**config.mk**
```make
export PLATFORM = sky130hd
export DESIGN_NAME = sync_serial_tx
export DESIGN_NICKNAME = d
export VERILOG_FILES = /design/src/rtl/sync_serial_tx.sv
export SDC_FILE = /design/constraint.sdc
export NUM_CORES = 1
export LEC_CHECK = 0
export CAP_MARGIN = 15
export CORE_UTILIZATION = 47
export CTS_CLUSTER_DIAMETER = 80
export DETAILED_ROUTE_END_ITERATION = 10
export PLACE_DENSITY = 0.82
export SYNTH_ARGS = -nofsm -noshare
export SYNTH_HDL_FRONTEND = slang
export SYNTH_SLANG_ARGS = --single-unit
```
**constraint.sdc**
```tcl
create_clock -name clk -period 1.7 [get_ports clk]
set_input_delay 0.255 -clock clk [delete_from_list [all_inputs] [get_ports clk]]
set_output_delay 0.255 -clock clk [all_outputs]
set_load 0.02 [all_outputs]
```
**src/rtl/sync_serial_tx.sv**
```systemverilog
// Synchronous serial link framer: divides clk into data_clk and
// shifts one parallel frame out under an Enable qualifier.
module sync_serial_tx #(
  parameter int DATA_W    = 8,
  parameter int CLK_DIV   = 2,
  parameter int MSB_FIRST = 1
) (
  input  logic              clk,
  input  logic              rst,
  input  logic              start,
  input  logic [DATA_W-1:0] data_in,
  output logic              busy,
  output logic              done,
  output logic              data_clk,
  output logic              data_point,
  output logic              Enable
);

  localparam int CNT_W = $clog2(DATA_W + 1);

  typedef enum logic [1:0] {
    IDLE,
    SHIFT,
    GAP
  } state_t;

  state_t            state;
  logic [7:0]        div;
  logic [CNT_W-1:0]  bit_cnt;
  logic [DATA_W-1:0] sr;
  logic [DATA_W-1:0] sr_next;
  logic              wrap;

  assign wrap = (div == 8'(CLK_DIV - 1));

  function automatic logic first_bit(
    input logic [DATA_W-1:0] v
  );
    if (MSB_FIRST != 0) return v[DATA_W-1];
    else return v[0];
  endfunction

  always_comb begin
    sr_next = sr;
    if (MSB_FIRST != 0) sr_next = sr << 1;
    else sr_next = sr >> 1;
  end

  always_ff @(posedge clk or negedge rst) begin
    if (!rst) begin
      state      <= IDLE;
      div        <= '0;
      bit_cnt    <= '0;
      sr         <= '0;
      busy       <= 1'b0;
      done       <= 1'b0;
      data_clk   <= 1'b0;
      data_point <= 1'b0;
      Enable     <= 1'b0;
    end else begin
      done <= 1'b0;
      unique case (state)
        IDLE: begin
          if (start) begin
            sr         <= data_in;
            data_point <= first_bit(data_in);
            Enable     <= 1'b1;
            busy       <= 1'b1;
            div        <= '0;
            bit_cnt    <= '0;
            data_clk   <= 1'b0;
            state      <= SHIFT;
          end
        end
        SHIFT: begin
          div <= wrap ? 8'd0 : div + 8'd1;
          if (wrap) begin
            data_clk <= ~data_clk;
            // rise: receiver samples; fall: next bit or frame end
            if (!data_clk) begin
              bit_cnt <= bit_cnt + 1'b1;
            end else if (bit_cnt == CNT_W'(DATA_W)) begin
              Enable     <= 1'b0;
              data_point <= 1'b0;
              done       <= 1'b1;
              state      <= GAP;
            end else begin
              sr         <= sr_next;
              data_point <= first_bit(sr_next);
            end
          end
        end
        GAP: begin
          div <= wrap ? 8'd0 : div + 8'd1;
          if (wrap) begin
            busy  <= 1'b0;
            state <= IDLE;
          end
        end
        default: begin
          state <= IDLE;
        end
      endcase
    end
  end

endmodule

```
==> impl_metrics.xml <==
<?xml version="1.0" encoding="UTF-8"?>
<metrics>
  <group name="outcome">
    <metric name="status" unit="">complete, but fails checks</metric>
    <metric name="failed_checks" unit="">negative setup slack</metric>
  </group>
  <group name="cells_and_area">
    <metric name="area_added_between_synthesis_and_finish" unit="%">30.3</metric>
    <metric name="final_layout_size_suffix_gt1_share" unit="%">24.1</metric>
    <metric name="n_fill_cell" unit="">254</metric>
    <metric name="multi_input_comb_area" unit="um2">875</metric>
    <metric name="final_cells" unit="">243</metric>
    <metric name="final_cell_mix" unit="">26 x sky130_fd_sc_hd__dfrtp_1, 25 x sky130_fd_sc_hd__buf_4, 18 x sky130_fd_sc_hd__nand2_1, 14 x sky130_fd_sc_hd__clkdlybuf4s50_1</metric>
    <metric name="fin_nets" unit="">218</metric>
    <metric name="regArea" unit="um2">651</metric>
    <metric name="antenna_cells_inserted" unit="">0</metric>
    <metric name="final_common_cell" unit="">sky130_fd_sc_hd__dfrtp_1</metric>
  </group>
  <group name="synthesis">
    <metric name="syn-mean-instance-area" unit="um2">9.58</metric>
    <metric name="synth_xor_xnor_area_share" unit="%">0</metric>
    <metric name="syn-num-nets" unit="">180</metric>
    <metric name="synth-compound-area-share" unit="%">17.5</metric>
    <metric name="synth_simple_gate_area_share" unit="%">24.0</metric>
    <metric name="ys.warnings.count" unit="">0</metric>
    <metric name="post_synth_instance_area" unit="um2">1550</metric>
    <metric name="ys_seq_area_share" unit="%">41.9</metric>
    <metric name="post_synth_fa_ha_maj_area_fraction" unit="%">5.65</metric>
    <metric name="synth.ff_latch_count" unit="">26</metric>
    <metric name="yosys.area.top_type_share" unit="%">41.9</metric>
    <metric name="synth_top_cell_by_area" unit="">sky130_fd_sc_hd__dfrtp_1</metric>
    <metric name="synthMuxAreaShare" unit="%">5.16</metric>
    <metric name="synth-main-ff-cell" unit="">sky130_fd_sc_hd__dfrtp_1</metric>
    <metric name="number_of_enable_type_register_cells_in_the_synthesized_netlist" unit="">0</metric>
    <metric name="synth.area.top_cells" unit="">sky130_fd_sc_hd__dfrtp_1 42%, sky130_fd_sc_hd__ha_1 5.6%, sky130_fd_sc_hd__mux2i_1 5.2%</metric>
    <metric name="postSynthCellCount" unit="">162</metric>
    <metric name="share_of_flip_flops_with_an_asynchronous_set_or_reset_after_synthesis" unit="%">100</metric>
    <metric name="yosys.cell_types.count" unit="">39</metric>
    <metric name="synth_top_family_by_area" unit="">simple AND/OR/NAND/NOR gates</metric>
  </group>
  <group name="global_route">
    <metric name="maximum_number_of_pins_on_one_net_before_global_route_repair" unit="">27</metric>
    <metric name="number_of_antenna_violations_at_the_first_check_in_global_routing" unit="">0</metric>
    <metric name="grt_remaining_overflow" unit="">0</metric>
    <metric name="grt_util_all_layers" unit="%">22.5</metric>
    <metric name="grt_first_pass_wirelength" unit="um">6020</metric>
    <metric name="grt_pass1_vias" unit="">1338</metric>
  </group>
  <group name="placed_design">
    <metric name="dp_cells" unit="">239</metric>
    <metric name="dp_slack" unit="ps">-64.3</metric>
    <metric name="port-buffer-count" unit="">15</metric>
    <metric name="place_congestion" unit="">0.879</metric>
    <metric name="place.detailed.hpwl" unit="um">2730</metric>
  </group>
  <group name="power">
    <metric name="post-layout-total-power" unit="mW">2.74</metric>
    <metric name="leakage" unit="nW">0.855</metric>
    <metric name="ir_worst_vdd" unit="uV">574</metric>
    <metric name="power_per_cell_area" unit="nW/um2">1350</metric>
  </group>
  <group name="clocking">
    <metric name="clock_latency" unit="ps">330</metric>
    <metric name="clock_transition_at_the_registers_of_the_reported_paths" unit="ps">150</metric>
    <metric name="cts_inserted_buffers" unit="">3</metric>
    <metric name="tritoncts" unit="">yes</metric>
    <metric name="cts_num_sinks" unit="">26</metric>
    <metric name="cts-htree-levels" unit="">1</metric>
    <metric name="clock_tree.root_cell" unit="">sky130_fd_sc_hd__clkbuf_4</metric>
    <metric name="ctsLongestPathBuffers" unit="">2</metric>
  </group>
  <group name="route">
    <metric name="detailedRoute.firstPassIterationCount" unit="">5</metric>
    <metric name="finalWirelength" unit="um">3720</metric>
    <metric name="route.vias.total" unit="">1383</metric>
    <metric name="post-route-drc-count" unit="">0</metric>
    <metric name="avgRoutedWirePerCell" unit="um">15.3</metric>
    <metric name="avgViaCountPerCell" unit="">5.69</metric>
    <metric name="drt.antenna.violating_nets" unit="">0</metric>
    <metric name="first_iter_violations" unit="">57</metric>
  </group>
  <group name="sta">
    <metric name="maximum_clock_frequency" unit="MHz">576</metric>
    <metric name="hold_viol_final" unit="">0</metric>
    <metric name="timing.final.setup_violations" unit="">7</metric>
    <metric name="setup-tns-final" unit="ps">-65.4</metric>
    <metric name="largest_clock_skew_in_the_final_design" unit="ps">1.57</metric>
    <metric name="maxSlewHeadroom" unit="%">75.4</metric>
    <metric name="grt_setup_unrepaired" unit="">yes</metric>
    <metric name="worst_slack" unit="ps">-36.8</metric>
    <metric name="post-route-min-period" unit="ps">1740</metric>
    <metric name="worst-slew-pin-transition" unit="ps">364</metric>
    <metric name="slew_viol_final" unit="">0</metric>
    <metric name="period_share" unit="%">102</metric>
  </group>
  <group name="worst_setup_path">
    <metric name="kind_of_capture_point_of_the_worst_setup_path" unit="">flop</metric>
    <metric name="worst_setup_path_start_kind" unit="">flop</metric>
    <metric name="worst-path-max-fanout" unit="">7</metric>
    <metric name="cp.required" unit="ps">1970</metric>
    <metric name="crit_type" unit="">reg2reg</metric>
    <metric name="arrival_time_at_the_worst_endpoint" unit="ps">2010</metric>
  </group>
  <group name="die">
    <metric name="io_pins" unit="">16</metric>
    <metric name="initial_core_utilization" unit="%">50.0</metric>
    <metric name="die-height" unit="um">59.5</metric>
    <metric name="core.rowCount" unit="">20</metric>
    <metric name="fp.coreArea" unit="um2">3100</metric>
    <metric name="dieArea" unit="um2">3530</metric>
    <metric name="die-width" unit="um">59.5</metric>
  </group>
  <group name="hold_path">
    <metric name="holdCritPathClass" unit="">in2async</metric>
  </group>
  <group name="job">
    <metric name="drv_cap" unit="">0</metric>
  </group>
</metrics>
report_power, final:
part	internal (mW)	switching [mW]	total (mW)
combinational	0.644	0.766	1.41
clock	0.239	0.194	0.432
sequential	0.771	0.123	0.894
critical path, stage by stage (launching register included):
cell	delay, ps
sky130_fd_sc_hd__dfrtp_1	410
sky130_fd_sc_hd__or4_4	630
sky130_fd_sc_hd__nor4_4	310
sky130_fd_sc_hd__buf_4	170
sky130_fd_sc_hd__a211oi_1	40
sky130_fd_sc_hd__nor2_1	120
kinds of logic after synthesis:
logic type / after synthesis
and+or+nand+nor: 64
DFF: 26
buffers and inverters: 19
AOI/OAI and AO/OA: 38
muxes: 8
adders and majority gates: 7
state kept, by name (all words and copies together), names as in the netlist:
signal      cells
Enable          1
bit_cnt         4
busy            1
data_clk        1
data_point      1
div             8
done            1
sr              7
state           2
per-layer routing:
layer / GRT usage [%] / vias up / routed length, um
met1: 30.0 / 680 / 1650
met4: 7.82 / 0 / 42
met2: 37.2 / 30 / 1900
met3: 3.06 / 5 / 123
li1: - / 668 / -
met5: 0 / - / 0
area by class of cell:
| type | count | share of cell area (%) |
|---|---|---|
| multi-input combinational | 117 | 43.3 |
| sequential | 26 | 32.2 |
| timing repair buffer | 41 | 17.2 |
| tap | 44 | 2.72 |
| inverter | 11 | 2.04 |
| clock inverter | 1 | 1.49 |
| clock buffer | 3 | 1.11 |
worst paths after layout:
check | from | endpoint | slack (ps) | depth (start not counted)
worst max-delay path | div[7] | state[0] | -40 | 5
worst min-delay path | rst | div[3] | 270 | 2
worst max register to register | div[7] | state[0] | -40 | 5
worst min register to register | Enable | Enable | 530 | 1
max in group asynchronous | rst | state[0] | 1180 | 2
min in group clk | data_in[0] | sr[0] | 460 | 3
cells in the mapped netlist (all sizes together) (5+ instances only):
| cell | instances |
|---|---|
| nor2 | 12 |
| o221a | 6 |
| nand3 | 5 |
| dfrtp | 26 |
| inv | 11 |
| mux2i | 8 |
| nand2 | 19 |
| nand4 | 6 |
| or3 | 6 |
| o21ai | 14 |
| ha | 7 |
repair_timing:
action	in CTS	in global routing
setup endpoints to repair	16	25
endpoints found under the hold margin	0	0
pin swaps	5	5
gates resized for setup	4	10
buffers inserted	0	0
hold buffers	0	0
metrics by stage:
stage                     util, %  cell area (um2)  hold slack (ps)
after floorplan                 -             1580            -40.6
after global placement       62.0             1920              488
after detailed placement     62.0             1920              494
after CTS                    63.8             1980              285
after global routing         65.2             2020              302
final                        65.2             2020              271
Power figures use the tool's default switching activity.
